==> config.mk <==
export PLATFORM = sky130hd
export DESIGN_NAME = cal_result_acc
export DESIGN_NICKNAME = d
export VERILOG_FILES = /design/src/rtl/cal_result_acc.sv
export SDC_FILE = /design/constraint.sdc
export NUM_CORES = 1
export LEC_CHECK = 0
export CORE_MARGIN = 4
export CORE_UTILIZATION = 53
export CTS_CLUSTER_DIAMETER = 50
export DETAILED_ROUTE_END_ITERATION = 16
export HOLD_SLACK_MARGIN = 0.02
export PLACE_DENSITY = 0.79
export REMOVE_ABC_BUFFERS = 1
export SYNTH_ARGS = -nofsm -noshare
export SYNTH_HDL_FRONTEND = slang
export SYNTH_SLANG_ARGS = --single-unit
==> constraint.sdc <==
create_clock -name clk -period 2.6 [get_ports clk]
set_clock_uncertainty 0.1 [all_clocks]
set_input_delay 0.52 -clock clk [delete_from_list [all_inputs] [get_ports clk]]
set_output_delay 0.52 -clock clk [all_outputs]
set_load 0.02 [all_outputs]
==> src/rtl/cal_result_acc.sv <==
// ---------------------------------------------------------------------------
// cal_result_acc
//
// Windowed accumulator that sits directly behind the nibble-sum calculator.
// It gathers WIN valid samples per window and reports the window sum,
// maximum and minimum through a one-entry registered valid/ready slot.
// The calculator cannot be stalled, so a window that completes while the
// slot still holds an unaccepted result is dropped, and the sticky ovf flag
// records that.
//
// Parameters
//   WIN  samples per window (2..255)
//   DW   input sample width
//   SW   sum width, SW >= DW + ceil(log2(WIN))
//
// Ports
//   clk        in   clock, rising edge
//   rst        in   asynchronous reset, active-low
//   clr        in   synchronous clear of window and output state
//   in_data    in   DW-bit sample from the calculator
//   in_valid   in   sample qualifier (no backpressure towards the source)
//   out_sum    out  SW-bit window sum
//   out_max    out  largest sample in the window
//   out_min    out  smallest sample in the window
//   out_valid  out  slot holds a result the consumer has not yet taken
//   out_ready  in   consumer accepts the result when out_valid=1
//   ovf        out  sticky: at least one window result was dropped
//   cnt        out  samples collected so far in the current window
// ---------------------------------------------------------------------------
module cal_result_acc #(
    parameter int WIN = 4,
    parameter int DW  = 5,
    parameter int SW  = 7
) (
    input  logic          clk,
    input  logic          rst,
    input  logic          clr,
    input  logic [DW-1:0] in_data,
    input  logic          in_valid,
    output logic [SW-1:0] out_sum,
    output logic [DW-1:0] out_max,
    output logic [DW-1:0] out_min,
    output logic          out_valid,
    input  logic          out_ready,
    output logic          ovf,
    output logic [7:0]    cnt
);

    localparam logic [7:0]    WIN_LAST = 8'(WIN - 1);
    localparam logic [DW-1:0] MIN_IDLE = {DW{1'b1}};

    typedef enum logic {
        S_EMPTY = 1'b0,
        S_FULL  = 1'b1
    } slot_t;

    // Unsigned compare helpers for the running extremes.
    function automatic logic [DW-1:0] umax(input logic [DW-1:0] a,
                                           input logic [DW-1:0] b);
        return (a > b) ? a : b;
    endfunction

    function automatic logic [DW-1:0] umin(input logic [DW-1:0] a,
                                           input logic [DW-1:0] b);
        return (a < b) ? a : b;
    endfunction

    // Window state
    logic [7:0]    cnt_q,     cnt_d;
    logic [SW-1:0] acc_sum_q, acc_sum_d;
    logic [DW-1:0] acc_max_q, acc_max_d;
    logic [DW-1:0] acc_min_q, acc_min_d;

    // Output slot
    slot_t         state_q;
    logic [SW-1:0] out_sum_q;
    logic [DW-1:0] out_max_q;
    logic [DW-1:0] out_min_q;
    logic          out_valid_q;
    logic          ovf_q;

    // Window totals including the sample presented this cycle; these are
    // what gets loaded into the slot when the window closes.
    logic          take;
    logic          last;
    logic [SW-1:0] sum_fin;
    logic [DW-1:0] max_fin;
    logic [DW-1:0] min_fin;

    always_comb begin
        take    = in_valid & ~clr;
        last    = take && (cnt_q == WIN_LAST);
        sum_fin = acc_sum_q + SW'(in_data);
        max_fin = umax(acc_max_q, in_data);
        min_fin = umin(acc_min_q, in_data);

        cnt_d     = cnt_q;
        acc_sum_d = acc_sum_q;
        acc_max_d = acc_max_q;
        acc_min_d = acc_min_q;

        // Closing a window and clearing both return to idle values so the
        // next window can start on the very next sample.
        if (clr || last) begin
            cnt_d     = '0;
            acc_sum_d = '0;
            acc_max_d = '0;
            acc_min_d = MIN_IDLE;
        end else if (take) begin
            cnt_d     = cnt_q + 8'd1;
            acc_sum_d = sum_fin;
            acc_max_d = max_fin;
            acc_min_d = min_fin;
        end
    end

    always_ff @(posedge clk or negedge rst) begin
        if (!rst) begin
            cnt_q       <= '0;
            acc_sum_q   <= '0;
            acc_max_q   <= '0;
            acc_min_q   <= MIN_IDLE;
            state_q     <= S_EMPTY;
            out_sum_q   <= '0;
            out_max_q   <= '0;
            out_min_q   <= '0;
            out_valid_q <= 1'b0;
            ovf_q       <= 1'b0;
        end else begin
            cnt_q     <= cnt_d;
            acc_sum_q <= acc_sum_d;
            acc_max_q <= acc_max_d;
            acc_min_q <= acc_min_d;

            if (clr) begin
                // Result data is left in place; out_valid=0 already marks
                // it as meaningless to the consumer.
                state_q     <= S_EMPTY;
                out_valid_q <= 1'b0;
                ovf_q       <= 1'b0;
            end else begin
                case (state_q)
                    S_EMPTY: begin
                        if (last) begin
                            out_sum_q   <= sum_fin;
                            out_max_q   <= max_fin;
                            out_min_q   <= min_fin;
                            state_q     <= S_FULL;
                            out_valid_q <= 1'b1;
                        end
                    end
                    S_FULL: begin
                        if (last) begin
                            if (out_ready) begin
                                // Accept and reload on the same edge.
                                out_sum_q <= sum_fin;
                                out_max_q <= max_fin;
                                out_min_q <= min_fin;
                            end else begin
                                // Slot still occupied: drop the new window.
                                ovf_q <= 1'b1;
                            end
                        end else if (out_ready) begin
                            state_q     <= S_EMPTY;
                            out_valid_q <= 1'b0;
                        end
                    end
                    default: begin
                        state_q     <= S_EMPTY;
                        out_valid_q <= 1'b0;
                    end
                endcase
            end
        end
    end

    assign out_sum   = out_sum_q;
    assign out_max   = out_max_q;
    assign out_min   = out_min_q;
    assign out_valid = out_valid_q;
    assign ovf       = ovf_q;
    assign cnt       = cnt_q;

endmodule

==> run summary <==
Clk_lat worst skew = 300 ps
Die footprint = 0.00560 mm^2
Vias in the first global route = 1894
Top cells by area, synth = dfrtp_1 (42%), ha_1 (7.9%), dfstp_2 (5.5%)
Drt drc = 0
Synthesized area per cell = 10.2 um^2
Final Cycle Share = 0.929
First-pass DRT Iterations = 4
Routed Antenna Nets = 0
Initial core utilization = 0.547
CTS tree = done
Unique cell type count in the Yosys netlist = 43
Largest net degree at the start of global routing = 33
Crit Path Class = input pin to register
Die Span Y = 74.8 um
Global-route wire length before repair = 8590 um
Critical Path AT = 2510 ps
GRT Total Usage = 0.198
Final-report hold violation count = 0
Total design power = 0.00173 W
RSZ-0062 raised after global routing = false
Antenna cells = 0
Placed Area = 0.00289 mm^2
DRT iter0 DRCs = 101
Maximum clock path buffer count = 2
Initial antenna violation count = 0
Avg WL per Cell = 14.6 um
Via-to-Cell Ratio = 5.51
Max_cap viols = 0
CTS Buf Count = 5
Via count = 1867
Final wirelength = 4950 um
Worst Setup End Kind = register
Gr ovfl total = 0
Max IR drop VDD = 348 uV
Yosys warns = 0
NumNets Final = 312
Top cell type's share of synthesized area = 0.423
Tmin final = 2420 ps
Final setup vio count = 0
Worst hold slack = 378 ps
Worst-Margin Slew = 461 ps
Post-synthesis instance total = 232
Relative slew slack = 0.693
Setup crit start = in_data[3]
Fmax = 414 MHz
Number of fill cells = 355
Routability Congestion = 0.849
Top-level I/O count = 37
Worst min path class = register to register
Critical Path RT = 2700 ps
Final setup TNS = 0 ps
Pwr/cell area = 579 mW/mm^2
EDFF count, synth = 0
H-tree depth = 2
Root Driver = clkbuf_8
Finished Cell Area = 0.00299 mm^2
CTS clk-pin slew, worst paths = 90 ps
Status = finished clean
Worst hold start = out_max[3]
#FFs+latches synth = 45
CP Launch Type = input pin
Max FO, Critical Path = 6
# port buffers = 36
Final-report max-slew violation count = 0
# clock sinks = 45
Post-DP HPWL = 3810 um
Total leakage power = 1.41 nW
Main synth FF type = dfrtp_1
R2r startpoint = acc_max_q[3]
Share of cells above drive strength 1 = 0.143
Postcts setup bufs = 0
Die X = 74.8 um
Netlist Area Pre-Place = 0.00237 mm^2
Register area share after synthesis = 0.478
FFs w/ async S/R, synth = 1.00
Floorplan row count = 24
Yosys top cell by area = dfrtp_1
Core area = 0.00432 mm^2
Synth-to-Final Area Change = 26.5%
-- routing by layer --
| metal | vias up | GRT usage | share of wire |
|---|---|---|---|
| met5 | - | 0 | 0 |
| met4 | 0 | 0.0593 | 0.017 |
| met3 | 8 | 0.0441 | 0.040 |
| met2 | 36 | 0.325 | 0.49 |
| met1 | 896 | 0.261 | 0.45 |
| li1 | 927 | - | - |
-- final cells by class --
cell class	instances	area [um^2]	share of cell area
clock buffers	6	82.6	0.0276
multi-input cells	167	1150	0.386
repair buffers	55	500	0.167
inverters	12	45.0	0.0150
clock inverters	2	13.8	0.00460
well taps	52	65.1	0.0217
flip-flops and latches	45	1130	0.378
-- cell usage after synthesis (all sizes together), types with 3 or more instances --
cell type and number:
a21oi 12, dfrtp 40, nor3 4, nor2 12, nand2 32, ha 15
xor2 6, nand2b 4, a22o 4, o21ai 20, xnor2 4, nand3 9
nand4 4, o32a 3, a21o 4, mux2i 11, dfstp 5, buf 4
clkbuf 4, inv 12
-- flip-flops by register name, indices dropped and copies added, names as in the netlist --
name,cells
out_max,5
cnt,8
acc_max_q,5
out_sum,7
state_q,1
ovf,1
acc_min_q,5
acc_sum_q,7
out_valid,1
out_min,5
-- cells by family (layout without fill, tap and decap cells) --
kind of cell / after synthesis / after routing / synth area share
and+or+nand+nor: 73 / 73 / 0.155
muxes: 13 / 13 / 0.0560
DFF: 45 / 45 / 0.478
AOI/OAI and AO/OA: 55 / 55 / 0.152
adders and majority gates: 16 / 16 / 0.0877
buffers and inverters: 20 / 75 / 0.0338
xor gates and xnor gates: 10 / 10 / 0.0370
-- layout by cell type (no fill, tap or decap), types with 11 or more instances in the layout --
cell,synthesis,routed
clkdlybuf4s50_1,0,35
dfrtp_1,40,40
nand2_1,32,32
mux2i_1,11,11
a21oi_1,11,11
buf_4,0,18
inv_1,12,12
o21ai_0,17,17
nor2_1,12,12
ha_1,15,15
-- through the flow --
step | worst slack, ps | cells | util
after floorplan | 568 | 224 | -
after global placement | -48.2 | 330 | 0.668
after detailed placement | -97.6 | 330 | 0.668
after CTS | 215 | 339 | 0.692
after global routing | 87.5 | 339 | 0.692
final | 184 | 339 | 0.692
-- worst max-delay path: stages --
cell and delay [ps]:
clkdlybuf4s50_1 490, inv_1 70, ha_1 300, and3_1 200, o21ai_1 100, a32oi_2 410, nor3_1 170, a22o_1 260
-- path summary, 6_finish.rpt --
check,to,slack (ps),cells past startpoint
worst max-delay path,acc_max_q[3],180,8
worst min-delay path,out_max[3],380,2
worst max register to register,acc_max_q[3],530,6
worst min register to register,out_max[3],380,2
max in group asynchronous,cnt[1],1420,3
min in group asynchronous,out_max[1],460,2
-- where the power goes --
part,leakage (nW),internal (W),total (W),switching (W)
clock,0.0512,0.000216,0.000458,0.000243
sequential,0.597,0.000773,0.000819,0.0000460
combinational,0.757,0.000220,0.000457,0.000236
-- what timing repair did --
| item | in CTS | in global routing |
|---|---|---|
| endpoints found under the hold margin | 4 | 0 |
| resized for setup | 0 | 0 |
| hold buffers | 1 | 0 |
No activity file was read; power rests on OpenSTA's default activity.
